`src/rtl/turf_udp_pkg.sv`:
```
// Shared constants and types for the TURF UDP register request path.
// Holds the port numbers, header/payload field positions and the request FSM states.
package turf_udp_pkg;

    localparam logic [15:0] UDP_PORT_TR = 16'd21618;
    localparam logic [15:0] UDP_PORT_TW = 16'd21623;
    localparam logic [15:0] UDP_PORT_TA = 16'd21601;
    localparam logic [15:0] UDP_PORT_TN = 16'd21614;
    localparam logic [15:0] UDP_PORT_TC = 16'd21603;
    localparam logic [15:0] UDP_PORT_TE = 16'd21605;

    localparam int HDR_IP_MSB   = 63;
    localparam int HDR_IP_LSB   = 32;
    localparam int HDR_PORT_MSB = 31;
    localparam int HDR_PORT_LSB = 16;
    localparam int HDR_LEN_MSB  = 15;
    localparam int HDR_LEN_LSB  = 0;

    localparam int PAY_ADR_MSB  = 59;
    localparam int PAY_ADR_LSB  = 32;
    localparam int PAY_DAT_MSB  = 31;
    localparam int PAY_DAT_LSB  = 0;

    typedef enum logic [1:0] {
        ST_IDLE,
        ST_COLLECT,
        ST_HDR,
        ST_PAYLOAD
    } req_state_e;

    // Every payload beat is one 64-bit word, so the UDP length is beats * 8.
    function automatic logic [15:0] beats_to_bytes(input logic [15:0] beats);
        return beats << 3;
    endfunction

endpackage

```
`src/rtl/turf_udp_beat_buffer.sv`:
```
// Simple dual-port beat store with a registered read port (maps onto block RAM).
// Read data only changes when rd_en_i is high, so the consumer can hold it during stalls.
module turf_udp_beat_buffer #(
    parameter int DEPTH = 16,
    parameter int WIDTH = 60,
    parameter int AW    = $clog2(DEPTH)
) (
    input  logic             clk_i,
    input  logic             wr_en_i,
    input  logic [AW-1:0]    wr_addr_i,
    input  logic [WIDTH-1:0] wr_data_i,
    input  logic             rd_en_i,
    input  logic [AW-1:0]    rd_addr_i,
    output logic [WIDTH-1:0] rd_data_o
);

    logic [WIDTH-1:0] mem_q [DEPTH];

    always_ff @(posedge clk_i) begin
        if (wr_en_i) begin
            mem_q[wr_addr_i] <= wr_data_i;
        end
        if (rd_en_i) begin
            rd_data_o <= mem_q[rd_addr_i];
        end
    end

endmodule

```
`src/rtl/turf_udp_rdwr_req.sv`:
```
// Batches register read/write commands into Tr/Tw UDP request packets.
// A packet is fully buffered before its header goes out because the header carries the length.
module turf_udp_rdwr_req
    import turf_udp_pkg::*;
#(
    parameter int          MAX_BEATS = 16,
    parameter int          TIMEOUT   = 256,
    parameter logic [15:0] SRC_PORT  = 16'd21620,
    parameter logic [15:0] TR_PORT   = UDP_PORT_TR,
    parameter logic [15:0] TW_PORT   = UDP_PORT_TW
) (
    input  logic        aclk,
    input  logic        aresetn,
    input  logic [31:0] dest_ip,
    input  logic [27:0] s_cmd_adr,
    input  logic [31:0] s_cmd_dat,
    input  logic        s_cmd_wr,
    input  logic        s_cmd_tvalid,
    output logic        s_cmd_tready,
    output logic [63:0] m_hdr_tdata,
    output logic [15:0] m_hdr_tuser,
    output logic        m_hdr_tvalid,
    input  logic        m_hdr_tready,
    output logic [63:0] m_payload_tdata,
    output logic [7:0]  m_payload_tkeep,
    output logic        m_payload_tvalid,
    input  logic        m_payload_tready,
    output logic        m_payload_tlast
);

    localparam int AW  = $clog2(MAX_BEATS);
    localparam int CW  = AW + 1;
    localparam int TMW = $clog2(TIMEOUT + 1);

    req_state_e      state_q;
    logic            kind_q;
    logic [CW-1:0]   count_q;
    logic [TMW-1:0]  timer_q;
    logic [AW-1:0]   rdptr_q;
    logic            hdr_valid_q;
    logic [63:0]     hdr_data_q;
    logic            pay_valid_q;

    logic            cmd_ready;
    logic            accept;
    logic            close;
    logic [CW-1:0]   count_inc;
    logic [CW-1:0]   close_beats;
    logic            pkt_kind;
    logic [63:0]     hdr_word;
    logic            hdr_hs;
    logic            pay_hs;
    logic            pay_last;
    logic            rd_en;
    logic [AW-1:0]   rd_addr;
    logic [59:0]     rd_data;

    assign count_inc = count_q + 1'b1;
    assign accept    = s_cmd_tvalid & s_cmd_tready;
    assign hdr_hs    = hdr_valid_q & m_hdr_tready;
    assign pay_hs    = pay_valid_q & m_payload_tready;
    assign pay_last  = ({1'b0, rdptr_q} == (count_q - 1'b1));

    // Ready is held low while reset is asserted so nothing is accepted into a cleared FSM.
    assign s_cmd_tready = cmd_ready & aresetn;

    always_comb begin
        cmd_ready   = 1'b0;
        close       = 1'b0;
        pkt_kind    = kind_q;
        close_beats = accept ? count_inc : count_q;
        hdr_word    = '0;
        case (state_q)
            ST_IDLE: begin
                cmd_ready = 1'b1;
                pkt_kind  = s_cmd_wr;
                close     = accept && (count_inc == CW'(MAX_BEATS));
            end
            ST_COLLECT: begin
                cmd_ready = (s_cmd_wr == kind_q) && (count_q < CW'(MAX_BEATS));
                close     = (accept && (count_inc == CW'(MAX_BEATS)))
                          || (s_cmd_tvalid && (s_cmd_wr != kind_q))
                          || (!accept && (timer_q == TMW'(TIMEOUT - 1)));
            end
            default: ;
        endcase
        hdr_word[HDR_IP_MSB:HDR_IP_LSB]     = dest_ip;
        hdr_word[HDR_PORT_MSB:HDR_PORT_LSB] = pkt_kind ? TW_PORT : TR_PORT;
        hdr_word[HDR_LEN_MSB:HDR_LEN_LSB]   = beats_to_bytes(16'(close_beats));
    end

    // Prefetch beat 0 on the header handshake and the next beat on each non-final payload handshake.
    assign rd_en   = hdr_hs | (pay_hs & ~pay_last);
    assign rd_addr = hdr_hs ? '0 : AW'(rdptr_q + 1'b1);

    turf_udp_beat_buffer #(
        .DEPTH (MAX_BEATS),
        .WIDTH (60)
    ) u_buf (
        .clk_i     (aclk),
        .wr_en_i   (accept),
        .wr_addr_i (count_q[AW-1:0]),
        .wr_data_i ({s_cmd_adr, s_cmd_wr ? s_cmd_dat : 32'h0}),
        .rd_en_i   (rd_en),
        .rd_addr_i (rd_addr),
        .rd_data_o (rd_data)
    );

    always_ff @(posedge aclk or negedge aresetn) begin
        if (!aresetn) begin
            state_q     <= ST_IDLE;
            kind_q      <= 1'b0;
            count_q     <= '0;
            timer_q     <= '0;
            rdptr_q     <= '0;
            hdr_valid_q <= 1'b0;
            hdr_data_q  <= '0;
            pay_valid_q <= 1'b0;
        end else begin
            case (state_q)
                ST_IDLE: begin
                    if (accept) begin
                        kind_q  <= s_cmd_wr;
                        count_q <= count_inc;
                        timer_q <= '0;
                        state_q <= ST_COLLECT;
                    end
                end
                ST_COLLECT: begin
                    if (accept) begin
                        count_q <= count_inc;
                        timer_q <= '0;
                    end else if (!close) begin
                        timer_q <= timer_q + 1'b1;
                    end
                end
                ST_HDR: begin
                    if (hdr_hs) begin
                        hdr_valid_q <= 1'b0;
                        pay_valid_q <= 1'b1;
                        rdptr_q     <= '0;
                        state_q     <= ST_PAYLOAD;
                    end
                end
                ST_PAYLOAD: begin
                    if (pay_hs) begin
                        if (pay_last) begin
                            pay_valid_q <= 1'b0;
                            count_q     <= '0;
                            state_q     <= ST_IDLE;
                        end else begin
                            rdptr_q <= rdptr_q + 1'b1;
                        end
                    end
                end
                default: state_q <= ST_IDLE;
            endcase
            if (close) begin
                hdr_data_q  <= hdr_word;
                hdr_valid_q <= 1'b1;
                state_q     <= ST_HDR;
            end
        end
    end

    assign m_hdr_tdata      = hdr_data_q;
    assign m_hdr_tuser      = SRC_PORT;
    assign m_hdr_tvalid     = hdr_valid_q;
    assign m_payload_tvalid = pay_valid_q;
    assign m_payload_tdata  = pay_valid_q ? {4'b0, rd_data} : 64'h0;
    assign m_payload_tkeep  = pay_valid_q ? 8'hFF : 8'h00;
    assign m_payload_tlast  = pay_valid_q & pay_last;

endmodule

```
`config.mk`:
```
export PLATFORM = sky130hd
export DESIGN_NAME = turf_udp_rdwr_req
export DESIGN_NICKNAME = d
export VERILOG_FILES = /design/src/rtl/turf_udp_pkg.sv /design/src/rtl/turf_udp_beat_buffer.sv /design/src/rtl/turf_udp_rdwr_req.sv
export SDC_FILE = /design/constraint.sdc
export NUM_CORES = 1
export LEC_CHECK = 0
export BUFFER_PORTS_ARGS = -buffer_cell sky130_fd_sc_hd__buf_2
export CORE_MARGIN = 3
export CORE_UTILIZATION = 55
export CTS_BUF_LIST = sky130_fd_sc_hd__clkbuf_4 sky130_fd_sc_hd__clkbuf_8
export CTS_CLUSTER_DIAMETER = 120
export CTS_CLUSTER_SIZE = 16
export DETAILED_ROUTE_END_ITERATION = 12
export GPL_TIMING_DRIVEN = 1
export PLACE_DENSITY = 0.73
export SETUP_SLACK_MARGIN = 0.5
export SYNTH_ARGS = -nofsm -noshare
export SYNTH_HDL_FRONTEND = slang
export SYNTH_SLANG_ARGS = --single-unit
```
`constraint.sdc`:
```
create_clock -name aclk -period 17 [get_ports aclk]
set_clock_uncertainty 0.2 [all_clocks]
set_input_delay 0.85 -clock aclk [delete_from_list [all_inputs] [get_ports aclk]]
set_output_delay 0.85 -clock aclk [all_outputs]
set_load 0.02 [all_outputs]
```
# Word level (Yosys, flattened, before mapping)
# Memory sizes are Yosys's and may differ from the RTL's. A register that Yosys moved wholly into a read port is not among the register bits.
# Index checks and enable logic that the tools add are counted.
# totals
regBits	76
ramBits	960
input_bits	98
output_inout_bits	156
elab_cells	97
mem_count	1
# op_classes
addsub	4
n_lt_le_gt_ge	1
n_eq_ne	18
mux	35
n_bitwise	8
reduce_logical	22
# mem_list
name	depth	width	rd	rd_ports_with_merged_regs	wr	line_no	source
u_buf.mem_q	16	60	1	1	1	turf_udp_beat_buffer.sv:17	logic [WIDTH-1:0] mem_q [DEPTH];
# ops
op	count
two-way mux 60 bit	1
two-way mux 32 bit	1
two-way mux 9 bit	3
one-hot mux 9 bit (2 select lines)	1
two-way mux 4 bit	4
two-way mux 5 bit	3
!= test 3 bit, second input constant	5
two-way mux 2 bit	5
!= test 2 bit, second input constant	5
one-hot mux 5 bit (2 select lines)	1
nonzero test 2 bit	5
adder 9 x 1 -> 9 bit, second input constant	1
== test 9 x 8 -> 1 bit, second input constant	1
two-way mux 1 bit	9
two-way mux 8 bit	1
one-hot mux 4 bit (2 select lines)	1
AND reduction 4 bit	2
bitwise AND 1 bit	6
one-hot mux 1 bit (2 select lines)	3
one-hot mux 2 bit (3 select lines)	1
AND reduction 3 bit	2
adder 5 x 1 -> 5 bit, second input constant	1
== test 4 x 5 -> 1 bit	1
== test 5 bit, second input constant	1
18 further kinds	24

# Depth between registers and ports, before layout
# depth
ltp_word	12
ltp_mapped	12

# Cells and area by module
# A second synthesis with hierarchy kept.
# hier_totals
hier_cells	1982
area_unflattened_um2	42060.3
# by_module_without_submodules
mod	n_inst	cells_each	area_per_inst_um2
turf_udp_beat_buffer	1	1548	37707.4
turf_udp_rdwr_req	1	434	4352.9

# Worst setup path before layout
# Ideal clock, no wire load.
# synth_timing
kind	input -> register
from	input s_cmd_wr
to	memory u_buf.mem_q[0][0] (enable)
t_arrival_ns	5.849
setup_slack_ns	10.398
stages	7
path_cell_list	buf_2 > xnor2_2 > a21oi_2 > nor3_2 > buf_2 > nand2_1 > nor3_1
# synth_via
elab_chain_cells	7
# synth_lines
item	line_no	source
start, declared	turf_udp_rdwr_req.sv:17	input logic s_cmd_wr,
== test 1 bit	turf_udp_rdwr_req.sv:80	cmd_ready = (s_cmd_wr == kind_q) && (count_q < CW'(MAX_BEATS));
logical AND 1 bit	turf_udp_rdwr_req.sv:80	
one-hot mux 1 bit (2 select lines)	turf_udp_rdwr_req.sv:73	case (state_q)
bitwise AND 1 bit	turf_udp_rdwr_req.sv:65	assign s_cmd_tready = cmd_ready & aresetn;
bitwise AND 1 bit	turf_udp_rdwr_req.sv:59	assign accept = s_cmd_tvalid & s_cmd_tready;
two-way mux 1 bit	turf_udp_beat_buffer.sv:20	if (wr_en_i) begin
two-way mux 1 bit (implied by the code)	turf_udp_beat_buffer.sv:21	mem_q[wr_addr_i] <= wr_data_i;
end, declared	turf_udp_beat_buffer.sv:17	
# No other way between the ends.

# Final worst setup path
# layout_timing
from	register rdptr_q[0]
to	register u_buf.rd_data_o[26] (read register of u_buf.mem_q), data pin
# layout_via
elab_chain_cells	4
word_cells_on_any_way	6
# layout_lines
item	line_no	source
start, declared	turf_udp_rdwr_req.sv:39	logic [AW-1:0] rdptr_q;
start signal, assigned	turf_udp_rdwr_req.sv:152	rdptr_q <= rdptr_q + 1'b1;
parallel branches: the longest is 4 deep, another holds adder 4 x 1 -> 4 bit	--	
end, declared	turf_udp_beat_buffer.sv:14	output logic [WIDTH-1:0] rd_data_o
# Several ways; the timed one is not identified.
# A chain may end at the register's enable or synchronous reset.

==> impl_metrics.json <==
{
  "status": "completed",
  "setup_viol": 0,
  "path_clk_slew_ns": 0.11,
  "maxSlewViolCount": 0,
  "crit_chain": "buf_4, buf_4, buf_4, nor2b_1, a211oi_1, a31oi_1, a211oi_1, a21oi_1",
  "ys_ff_latch": 1082,
  "p_comb_share_pct": 1.4,
  "critPathArrivalTime_ns": 5.47,
  "cp.depth": 8,
  "max_freq_ghz": 0.190,
  "ant_nets": 0,
  "nNetsFinal": 2914,
  "max_stage_delay_ns": 1.16,
  "first_global_vias": 23689,
  "ioPinCount": 254,
  "crit_path_start": "rdptr_q[0]",
  "holdCritPathClass": "in -> reg",
  "cp-start-kind": "register",
  "regToRegStartpoint": "rdptr_q[0]",
  "postCtsHoldBufs": 0,
  "p_per_area_nw_per_um2": 89.6,
  "vias": 23640,
  "dpl.hpwl_um": 50100,
  "p_switching_mw": 0.819,
  "max_slew_margin_pct": 24.2,
  "min_from": "dest_ip[5]",
  "p_leak_nw": 15.4,
  "numClockSinks": 1082,
  "synth_ff_type": "edfxtp_1",
  "drive_gt1_share_pct": 15.6,
  "min_period_ns": 5.26,
  "wl_um": 98100,
  "drtPass1Iterations": 5,
  "cts_buffers": 77,
  "cts_tree": "yes",
  "end_kind": "register",
  "cpMostUsedCell": "buf_4",
  "grt_start_max_net_pins": 181,
  "clkPwrFrac_pct": 29.0,
  "grt_pass1_wl_um": 145000,
  "die-area_um2": 82700,
  "timing.max_cap.violations": 0,
  "placed_area_um2": 45400,
  "core-area_um2": 78000,
  "die_w_um": 288,
  "cp.buffers_inverters": 3,
  "synth_edf_count": 1020,
  "clockBufferDepth": 3,
  "final_common_cell": "edfxtp_1",
  "utilization_pct": 59.7,
  "synthCells": 2657,
  "rsz0062_at_grt": "false",
  "vias_per_cell": 6.12,
  "worstSetupPathType": "reg -> reg",
  "rows": 102,
  "area_growth_pct": 6.79,
  "worst_slew_pin_slew_ns": 1.14,
  "drtIter0Drc": 2411,
  "drc": 0,
  "ys_seq_area_share_pct": 73.8,
  "hold_viol": 0,
  "yosys_warnings": 0,
  "slowest_stage": "dfrtp_4",
  "synth_area_per_cell_um2": 16.4,
  "synthArstFlopShare_pct": 5.73,
  "hold_depth": 2,
  "netSwitchingFraction_pct": 19.6,
  "seq_power_share_pct": 69.6,
  "port_buffers": 215,
  "cp.required_ns": 17.22,
  "netlist_area_um2": 43600,
  "cts_root_buf": "clkbuf_8",
  "die_y_um": 288,
  "track_usage_pct": 23.4,
  "grt_antenna_before_repair": 12,
  "worst_hold_slack_ns": 0.154,
  "ctsHtreeMaxLevel": 3,
  "path_delay_family": "buffers and inverters",
  "nFillCells": 5705,
  "routedWlPerCell_um": 25.4,
  "period_share_pct": 30.9,
  "cts_repair_resize_count": 0,
  "ir_worst_vdd_mv": 0.0781,
  "path_max_fanout": 79,
  "insertion_delay_ns": 0.70,
  "intPower_mw": 3.35,
  "start_util_pct": 55.9,
  "grt_overflow": 0,
  "finalSetupTns_ns": 0,
  "ff2ff_path_depth": 8,
  "synth_cell_types": 56,
  "finish.instance_area_um2": 46600,
  "final_cell_mix": "1020 x edfxtp_1, 270 x nand2_1, 242 x mux2i_1",
  "post-cts-setup-buffers": 0,
  "place_congestion": 0.768
}
-- synth_stat cells, types with 2 or more instances --
library cell	instances	area share (%)
nand3b_1	3	0.052
and3_1	2	0.029
ha_1	13	0.37
xor2_1	8	0.16
buf_8	7	0.24
buf_1	11	0.095
mux2i_1	242	5.6
dfrtp_1	62	3.6
inv_1	12	0.10
clkbuf_1	70	0.60
buf_4	60	1.0
nor2_1	25	0.22
or4_1	2	0.034
buf_2	77	0.88
o31ai_1	4	0.069
a211oi_1	181	3.1
nand4_1	3	0.043
xnor2_1	10	0.20
a31oi_1	67	0.96
conb_1	2	0.017
o21ai_1	12	0.14
a21oi_2	3	0.060
mux2_1	32	0.83
a311oi_1	60	1.2
nor2b_1	121	1.7
a21oi_1	68	0.78
nor3_1	8	0.092
nand2_1	271	2.3
mux4_2	60	3.1
nand2b_1	6	0.086
edfxtp_1	1020	70
and2_1	96	1.4
o21ai_0	7	0.080
nand3_1	10	0.11
-- layer usage --
| metal | up-vias | GRT usage (%) | share of wire, % |
|---|---|---|---|
| li1 | 10390 | - | - |
| met1 | 12139 | 31.9 | 41 |
| met2 | 924 | 39.3 | 49 |
| met3 | 185 | 3.69 | 6.8 |
| met4 | 2 | 6.99 | 2.8 |
| met5 | - | 0 | 0.011 |
-- stage by stage --
step	worst slack (ns)	instances	power, mW
after floorplan	10.40	2693	2.99
after global placement	11.91	3764	3.02
after detailed placement	11.78	3764	3.02
after CTS	11.72	3854	4.20
after global routing	11.35	3856	4.29
final	11.74	3861	4.17
-- path summary, 6_finish.rpt --
check                                            to  slack [ns]
worst max-delay path            u_buf.rd_data_o[26]       11.74
worst min-delay path                m_hdr_tdata[37]        0.15
worst max register to register  u_buf.rd_data_o[26]       11.74
worst min register to register       m_hdr_tdata[3]        0.30
max in group asynchronous                rdptr_q[0]       15.80
min in group asynchronous           m_hdr_tdata[37]        0.19
-- flip-flops by register name (all words and copies together), names as in the netlist --
name	cells
m_hdr_tvalid	1
state_q	2
timer_q	9
m_hdr_tdata	39
u_buf.rd_data_o	60
m_payload_tvalid	1
rdptr_q	4
u_buf.mem_q	960
count_q	5
kind_q	1
-- kinds of logic after synthesis --
family	count (synthesis)	synth area share [%]
AOI/OAI and AO/OA	413	6.67
DFF	1082	73.8
other	2	0.0172
muxes	335	9.51
adders and majority gates	13	0.373
and+or+nand+nor	554	6.24
xor gates and xnor gates	19	0.399
buffers and inverters	239	2.99
-- power by group through the flow --
| stage | combinational, mW | clock (mW) | sequential (mW) |
|---|---|---|---|
| after floorplan | 0.0268 | 0 | 2.97 |
| after global placement | 0.0528 | 0 | 2.97 |
| after detailed placement | 0.0567 | 0 | 2.97 |
| after CTS | 0.0567 | 1.24 | 2.91 |
| after global routing | 0.0629 | 1.32 | 2.91 |
| final | 0.0572 | 1.21 | 2.91 |
-- layout make-up --
class                   count  area [um^2]  area share, %
diodes                      7         17.5         0.0376
clock buffers              85         1130           2.43
clock inverters             5         41.3         0.0887
inverters                  13         50.0          0.107
multi-input cells        1372        10400           22.4
flip-flops and latches   1082        32200           69.1
well taps                1040         1300           2.79
repair buffers            257         1420           3.04
(Power assumes the default switching activity.)
